`src/rtl/nios2_oci_dct_pkg.sv`:
```
// Shared constants, state encoding and out-word layout for the OCI DCT packer.
// Word layout: {count[CNT_W-1:0], buffer[BUF_W-1:0]}, atom i at buffer bits 2i.
package nios2_oci_dct_pkg;

    localparam int ATOM_W = 2;
    localparam int ATOMS = 15;
    localparam int CNT_W = 4;
    localparam int EMIT_W = 16;
    localparam int BUF_W = ATOM_W * ATOMS;
    localparam int OUT_W = CNT_W + BUF_W;
    localparam int OUT_CNT_LSB = BUF_W;

    typedef enum logic [2:0] {
        ST_RUN,
        ST_PFLUSH,
        ST_FLUSH,
        ST_DRAIN,
        ST_DONE
    } dct_state_e;

    function automatic logic [OUT_W-1:0] out_word(
        input logic [CNT_W-1:0] cnt,
        input logic [BUF_W-1:0] buffer
    );
        logic [OUT_W-1:0] w;
        w = '0;
        w[OUT_CNT_LSB +: CNT_W] = cnt;
        w[BUF_W-1:0] = buffer;
        return w;
    endfunction

endpackage

```
`src/rtl/nios2_oci_dct_pack_ctrl_if.sv`:
```
// Atom input and trace-word output handshakes of the DCT packer.
// master: atom source / trace sink side; slave: the packer.
interface nios2_oci_dct_pack_ctrl_if;
    import nios2_oci_dct_pkg::*;

    logic              atom_valid;
    logic [ATOM_W-1:0] atom_data;
    logic              atom_ready;
    logic              flush;
    logic              test_ending;
    logic              out_valid;
    logic [OUT_W-1:0]  out_data;
    logic              out_ready;

    modport master (
        output atom_valid, atom_data, flush, test_ending, out_ready,
        input  atom_ready, out_valid, out_data
    );

    modport slave (
        input  atom_valid, atom_data, flush, test_ending, out_ready,
        output atom_ready, out_valid, out_data
    );

endinterface

```
`src/rtl/nios2_oci_dct_out_slot.sv`:
```
// One-entry valid/ready holding register for packed trace words.
// Ports: load/load_data fill it, out_* drain it, slot_free = may load this edge.
module nios2_oci_dct_out_slot
    import nios2_oci_dct_pkg::*;
(
    input  logic             clk,
    input  logic             reset,
    input  logic             load,
    input  logic [OUT_W-1:0] load_data,
    input  logic             out_ready,
    output logic             out_valid,
    output logic [OUT_W-1:0] out_data,
    output logic             slot_free
);

    assign slot_free = !out_valid || out_ready;

    // load is only raised while slot_free, so a held word never changes
    always_ff @(posedge clk or posedge reset) begin
        if (reset) begin
            out_valid <= 1'b0;
            out_data  <= '0;
        end else if (load) begin
            out_valid <= 1'b1;
            out_data  <= load_data;
        end else if (out_ready) begin
            out_valid <= 1'b0;
        end
    end

endmodule

```
`src/rtl/nios2_oci_dct_pack_ctrl.sv`:
```
// DCT packer: packs 2-bit atoms into a 30-bit buffer, emits full/flushed words,
// runs end-of-test drain. Ports: clk, reset, bus (atoms in, words out), observation.
module nios2_oci_dct_pack_ctrl
    import nios2_oci_dct_pkg::*;
(
    input  logic                     clk,
    input  logic                     reset,
    nios2_oci_dct_pack_ctrl_if.slave bus,
    output logic [BUF_W-1:0]         dct_buffer,
    output logic [CNT_W-1:0]         dct_count,
    output logic                     test_has_ended,
    output logic [EMIT_W-1:0]        words_emitted
);

    localparam logic [CNT_W-1:0] FULL = CNT_W'(ATOMS);

    dct_state_e       state;
    logic             slot_free;
    logic             accept;
    logic             pack;
    logic [BUF_W-1:0] buf_acc;
    logic [CNT_W-1:0] cnt_acc;
    logic [OUT_W-1:0] pack_word;

    // gated by reset so every output reads 0 while reset is held
    assign bus.atom_ready = !reset && (state == ST_RUN)
                          && (dct_count < FULL);
    assign accept = bus.atom_valid && bus.atom_ready;

    // buffer/count including this edge's accepted atom
    always_comb begin
        buf_acc = dct_buffer;
        cnt_acc = dct_count;
        if (accept) begin
            buf_acc[int'(dct_count) * ATOM_W +: ATOM_W] = bus.atom_data;
            cnt_acc = dct_count + 1'b1;
        end
    end

    always_comb begin
        pack = 1'b0;
        case (state)
            ST_RUN:    pack = (cnt_acc == FULL) && slot_free;
            ST_PFLUSH: pack = !bus.test_ending && slot_free;
            ST_FLUSH:  pack = (dct_count != '0) && slot_free;
            default:   pack = 1'b0;
        endcase
    end

    assign pack_word = out_word(cnt_acc, buf_acc);

    nios2_oci_dct_out_slot u_slot (
        .clk       (clk),
        .reset     (reset),
        .load      (pack),
        .load_data (pack_word),
        .out_ready (bus.out_ready),
        .out_valid (bus.out_valid),
        .out_data  (bus.out_data),
        .slot_free (slot_free)
    );

    always_ff @(posedge clk or posedge reset) begin
        if (reset) begin
            state          <= ST_RUN;
            dct_buffer     <= '0;
            dct_count      <= '0;
            test_has_ended <= 1'b0;
            words_emitted  <= '0;
        end else begin
            if (bus.out_valid && bus.out_ready && (words_emitted != '1))
                words_emitted <= words_emitted + 1'b1;

            if (pack) begin
                dct_buffer <= '0;
                dct_count  <= '0;
            end else begin
                dct_buffer <= buf_acc;
                dct_count  <= cnt_acc;
            end

            case (state)
                ST_RUN: begin
                    // a full pack on a flush edge leaves nothing to flush
                    if (bus.test_ending)
                        state <= ST_FLUSH;
                    else if (bus.flush && !pack && (cnt_acc != '0))
                        state <= ST_PFLUSH;
                end
                ST_PFLUSH: begin
                    if (bus.test_ending)
                        state <= ST_FLUSH;
                    else if (slot_free)
                        state <= ST_RUN;
                end
                ST_FLUSH: begin
                    if ((dct_count == '0) || slot_free)
                        state <= ST_DRAIN;
                end
                ST_DRAIN: begin
                    if (slot_free) begin
                        state          <= ST_DONE;
                        test_has_ended <= 1'b1;
                    end
                end
                default: state <= ST_DONE;
            endcase
        end
    end

endmodule

```
`src/flat_wrapper.sv`:
```
// flat-port wrapper written by rule: the top's interface ports become plain ports
module nios2_oci_dct_pack_ctrl_flat import nios2_oci_dct_pkg::*;
  (clk, reset, dct_buffer, dct_count, test_has_ended, words_emitted, bus_atom_valid, bus_atom_data, bus_flush, bus_test_ending, bus_out_ready, bus_atom_ready, bus_out_valid, bus_out_data);
  nios2_oci_dct_pack_ctrl_if bus_i ();
  input  logic clk;
  input  logic reset;
  output logic [BUF_W-1:0] dct_buffer;
  output logic [CNT_W-1:0] dct_count;
  output logic test_has_ended;
  output logic [EMIT_W-1:0] words_emitted;
  input wire logic [$bits(bus_i.atom_valid)-1:0] bus_atom_valid;
  input wire logic [$bits(bus_i.atom_data)-1:0] bus_atom_data;
  input wire logic [$bits(bus_i.flush)-1:0] bus_flush;
  input wire logic [$bits(bus_i.test_ending)-1:0] bus_test_ending;
  input wire logic [$bits(bus_i.out_ready)-1:0] bus_out_ready;
  output wire logic [$bits(bus_i.atom_ready)-1:0] bus_atom_ready;
  output wire logic [$bits(bus_i.out_valid)-1:0] bus_out_valid;
  output wire logic [$bits(bus_i.out_data)-1:0] bus_out_data;
  assign bus_i.atom_valid = bus_atom_valid;
  assign bus_i.atom_data = bus_atom_data;
  assign bus_i.flush = bus_flush;
  assign bus_i.test_ending = bus_test_ending;
  assign bus_i.out_ready = bus_out_ready;
  assign bus_atom_ready = bus_i.atom_ready;
  assign bus_out_valid = bus_i.out_valid;
  assign bus_out_data = bus_i.out_data;
  nios2_oci_dct_pack_ctrl u_core (.clk(clk), .reset(reset), .bus(bus_i), .dct_buffer(dct_buffer), .dct_count(dct_count), .test_has_ended(test_has_ended), .words_emitted(words_emitted));
endmodule
```
`config.mk`:
```
export PLATFORM = sky130hd
export DESIGN_NAME = nios2_oci_dct_pack_ctrl_flat
export DESIGN_NICKNAME = d
export VERILOG_FILES = /design/src/rtl/nios2_oci_dct_pkg.sv /design/src/rtl/nios2_oci_dct_pack_ctrl_if.sv /design/src/rtl/nios2_oci_dct_out_slot.sv /design/src/rtl/nios2_oci_dct_pack_ctrl.sv /design/src/flat_wrapper.sv
export SDC_FILE = /design/constraint.sdc
export NUM_CORES = 1
export LEC_CHECK = 0
export CORE_MARGIN = 1.5
export CORE_UTILIZATION = 45
export CTS_CLUSTER_DIAMETER = 120
export DETAILED_ROUTE_END_ITERATION = 16
export PLACE_DENSITY_LB_ADDON = 0.12
export SETUP_SLACK_MARGIN = 0.15
export SLEW_MARGIN = 20
export SYNTH_ARGS = -nofsm -noshare
export SYNTH_HDL_FRONTEND = slang
export SYNTH_SLANG_ARGS = --single-unit
```
`constraint.sdc`:
```
create_clock -name clk -period 2.66 [get_ports clk]
set_input_delay 0.399 -clock clk [delete_from_list [all_inputs] [get_ports clk]]
set_output_delay 0.399 -clock clk [all_outputs]
set_load 0.01 [all_outputs]
```
==> results.md <==
- The maximum clock insertion buffer count is 2.
- For this run, the number of Yosys warnings is 0.
- Of the total synthesized cell area, the portion taken by AND, OR, NAND and NOR gates is 15.3%.
- The share of synthesized area in the top cell type comes to 53.1%.
- The slew at the pin closest to its max-slew limit is 0.431 ns.
- The clock latency reported for the late side of the worst-skew pair is 0.36 ns.
- The adder-cell area share of the yosys netlist is 1.19%.
- The cell type with the highest aggregate area in the netlist is dfrtp_1.
- In the synthesized netlist the dominant register cell turns out to be dfrtp_1.
- Synthesis handed over a netlist of 377 instances.
- The highest net fanout along the worst path is 20.
- The share of the Yosys chip area taken by registers is 53.1%.
- The largest single stage delay on the critical path is 0.47 ns.
- The flop and latch count out of synthesis is 89.
- Clock-pin slew was measured on the worst setup and hold paths at 0.09 ns.
- The fraction of registers with async set or reset after synthesis is 100%.
- The fmax is 0.417 GHz.
- The first routing iteration left 147 violations.
- Summing the areas of all xor and xnor instances in the mapped netlist gives 3.34% of the synthesized area.
- The count of final hold-check violations was 0.
- The worst clock skew is 0.0115 ns.
- The power per cell area is 713 mW/mm².
- The TritonCTS clock tree is done.
- The number of standard cells in the final layout excluding fillers is 616.
- The worst-case IR drop observed on VDD is 301 µV.
- The mean instance size in the synthesized netlist is 11.1 µm².
- Once detailed placement completed, the half-perimeter wirelength came to 6.87 mm.
- The root cell of the clock tree is clkbuf_8.
- The met3 wire length is 393 µm.
- Port buffering added 94 buffers.
- In this run the tightest slew margin relative to its limit is 70.5%.
- By area the synthesized netlist is led by dfrtp_1 (53%), mux2i_1 (11%), mux2_2 (3.5%).
- The cell family contributing the most delay on the critical path is buffers and inverters.
- The final worst hold slack is 0.478 ns.
- The cell that appears most often on the critical path is buf_4.
- The net count of the finished layout is 512.
- The number of distinct library cell variants in the gate-level netlist after synthesis is 40.
- Across the run, the number of max-cap violations was 0.
- Once detail routing completed, the nets flagged for antenna violations numbered 0.
- The setup-violating endpoint count in the final report is 0.
- Setup repair after global routing could not meet its margin everywhere.
- After detailed routing, the met2 layer carries 4.81 mm of wire.
- Ranked by instance count, the synthesized netlist is headed by dfrtp_1 (89), mux2i_1 (46), nor2_1 (38).
- The count of unresolved DRC violations after routing is 0.
- The critical path in this run is classified as input port to flop.
- After synthesis, the share of cell area in mux cells is 16.9%.
- The area of the core is 0.00915 mm².
- The core occupancy in the finished layout is 62.8%.
- In this run the horizontal extent of the chip is 99.5 µm.
- In the final routed layout, each cell accounts on average for 15.7 µm.
- STA classifies the critical path startpoint as an input port.
- The post-layout minimum cycle time is 2.40 ns.
- In this run the number of H-tree levels came out at 3.
- Summing over every cut layer, the via total after detailed routing is 3228.
- After global routing the overflow that remains totals 0.
- The worst hold path belongs to the class flop to flop.
- The number of top-level pins is 95.
- The initial utilization of the core area, before any placement, comes to 45.8%.
- The first-pass GRT wire length is 16.1 mm.
- The largest individual stage delay along the critical path comes from the cell clkdlybuf4s50_1.
- The detailed-routing wirelength on met1 is 4.38 mm.
- The number of nets produced by synthesis is 389.
- The initial antenna violation count is 0.
- After synthesis, the largest family of logic cells by area is multiplexers.
- The nature of the critical path endpoint is a flop.
- Entering global routing, the biggest net connects 90 pins.
- The synthesized area is 0.00419 mm².
- The floorplan has 35 rows.
- The via-per-instance ratio is 5.24.
- The instance count after placement with tap cells included is 596.
- The number of global-route vias before repair is 3284.
- Counting the fill cells in the layout gives 756.
- The detailed-route wire length is 9.70 mm.
- Summed over all failing endpoints, the final setup total negative slack is 0 ns.
- For this run, the detailed router's first-pass iteration total came to 4.
- The buffering stage count on the worst path with inverters included is 4.
- The signal on the critical path passes through clkdlybuf4s50_1, nor4_4, buf_4, and2_1, a41oi_2, a311oi_4, buf_12, buf_4, mux2i_1.
- The fraction of the mapped netlist area in compound gates is 4.54%.
- The area growth from synthesis to final layout is 37.2%.
- Yosys mapped a number of flops with a built-in enable equal to 0.
- The most numerous cell in the Yosys netlist is dfrtp_1.
- The number of diodes is 0.
- The final critical path takes up 90.2% of the cycle.
- The number of pins exceeding their max-slew limit in the final report was 0.
- The leakage component of the power is 0.00259 µW.
- Buffers inserted during clock tree synthesis total 9.
- The share of cells above drive strength 1 is 17.0%.
- The data arrival time of the critical path is 2.68 ns.
- The top routing layer in use is met4.
- For this design, the sink count on the clock tree is 89.
- The flow ran to the end, and the final reports show no timing, DRC or antenna violations.
- The full die area is 0.00990 mm².
- The final RePlAce weighted congestion is 0.853.
- At the worst endpoint, the required time is 2.95 ns.
- From bottom edge to top edge, the die measures 99.5 µm.
- The global routing usage summed across all routing layers is 20.7%.
==> layout make-up <==
| cell class | instances | area (µm²) | share of cell area (%) |
|---|---|---|---|
| clock buffers | 10 | 128 | 2.22 |
| clock inverters | 6 | 91.3 | 1.59 |
| multi-input cells | 236 | 1780 | 30.9 |
| repair buffers | 132 | 1260 | 22.0 |
| well taps | 111 | 139 | 2.41 |
| inverters | 32 | 124 | 2.15 |
| flip-flops and latches | 89 | 2230 | 38.8 |
==> path summary, 6_finish.rpt <==
path / start / end / slack (ns) / depth (start not counted)
max: reset / u_core.u_slot.out_data[6]$_DFFE_PP0P_ / 0.26 / 9
min: u_core.test_has_ended$_DFFE_PP0P_ / u_core.test_has_ended$_DFFE_PP0P_ / 0.48 / 1
max reg2reg: u_core.dct_count[0]$_DFF_PP0_ / u_core.u_slot.out_data[26]$_DFFE_PP0P_ / 0.29 / 9
min reg2reg: u_core.test_has_ended$_DFFE_PP0P_ / u_core.test_has_ended$_DFFE_PP0P_ / 0.48 / 1
max in group asynchronous: reset / u_core.dct_count[0]$_DFF_PP0_ / 1.61 / 4
min in group asynchronous: reset / u_core.dct_count[3]$_DFF_PP0_ / 0.69 / 4
==> where the power goes <==
| part | internal [µW] | total, µW | switching [µW] |
|---|---|---|---|
| Clock | 534 | 1030 | 494 |
| Sequential | 1500 | 1650 | 151 |
| Combinational | 640 | 1420 | 784 |
==> flip-flops by register name (all words and copies together), names as in the netlist <==
name / count
u_core.u_slot.out_data: 34
u_core.dct_buffer: 30
u_core.words_emitted: 16
u_core.dct_count: 4
u_core.state: 3
u_core.test_has_ended: 1
u_core.u_slot.out_valid: 1
==> cell usage in the layout, fill, tap and decap left out, types with 4 or more instances in the layout <==
| cell type | Yosys | final |
|---|---|---|
| nor2b_1 | 13 | 12 |
| dfrtp_1 | 89 | 86 |
| nand2_1 | 15 | 15 |
| a31oi_1 | 4 | 4 |
| mux2_1 | 9 | 9 |
| and2_1 | 5 | 5 |
| mux2i_1 | 46 | 46 |
| clkbuf_8 | 0 | 9 |
| clkdlybuf4s50_1 | 0 | 94 |
| nor2_1 | 38 | 38 |
| nor4_2 | 0 | 5 |
| inv_1 | 32 | 30 |
| nand2b_1 | 4 | 4 |
| nor3_1 | 7 | 7 |
| xnor2_1 | 5 | 5 |
| nand3_1 | 8 | 8 |
| buf_4 | 4 | 35 |
| nor4_1 | 13 | 8 |
| nand4_1 | 6 | 6 |
| mux2_2 | 13 | 13 |
| a21oi_1 | 8 | 8 |
| xor2_1 | 11 | 11 |
==> metal layers <==
metal | global-route usage, % | vias up
met2 | 34.6 | 81
met3 | 3.30 | 12
met4 | 7.48 | 0
met1 | 27.5 | 1599
li1 | - | 1536
met5 | 0 | -
==> kinds of logic (layout without fill, tap and decap cells) <==
family,Yosys count,in the layout
buffers and inverters,52,180
xor gates and xnor gates,16,16
and+or+nand+nor,122,122
adders and majority gates,4,4
muxes,68,68
AOI/OAI and AO/OA,26,26
DFF,89,89
==> timing repair <==
action,4_1_cts,5_1_grt
hold buffers,0,0
resized for setup,1,10
endpoints found under the hold margin,0,0
endpoints found under the setup margin,13,44
pin swaps,1,2
setup buffers,1,3
==> worst register-to-register path, cell delays in order, from the launching register on <==
cell and delay (ns):
dfrtp_2 0.46, inv_1 0.12, ha_2 0.21, buf_4 0.13, nand3b_1 0.10, a21o_1 0.24, nor4_2 0.22, buf_4 0.15
mux2_2 0.34, mux2_1 0.29
==> metrics by stage <==
stage          total power (µW)  area (µm²)  worst slack (ns)
3_5_place_dp               3010        5470            -0.120
6_report                   4100        5750             0.261
2_1_floorplan              2430        4210             0.164
3_3_place_gp               2980        5470           -0.0986
4_1_cts                    4050        5690             0.168
5_1_grt                    4350        5750             0.118
Power figures use the tool's default switching activity.
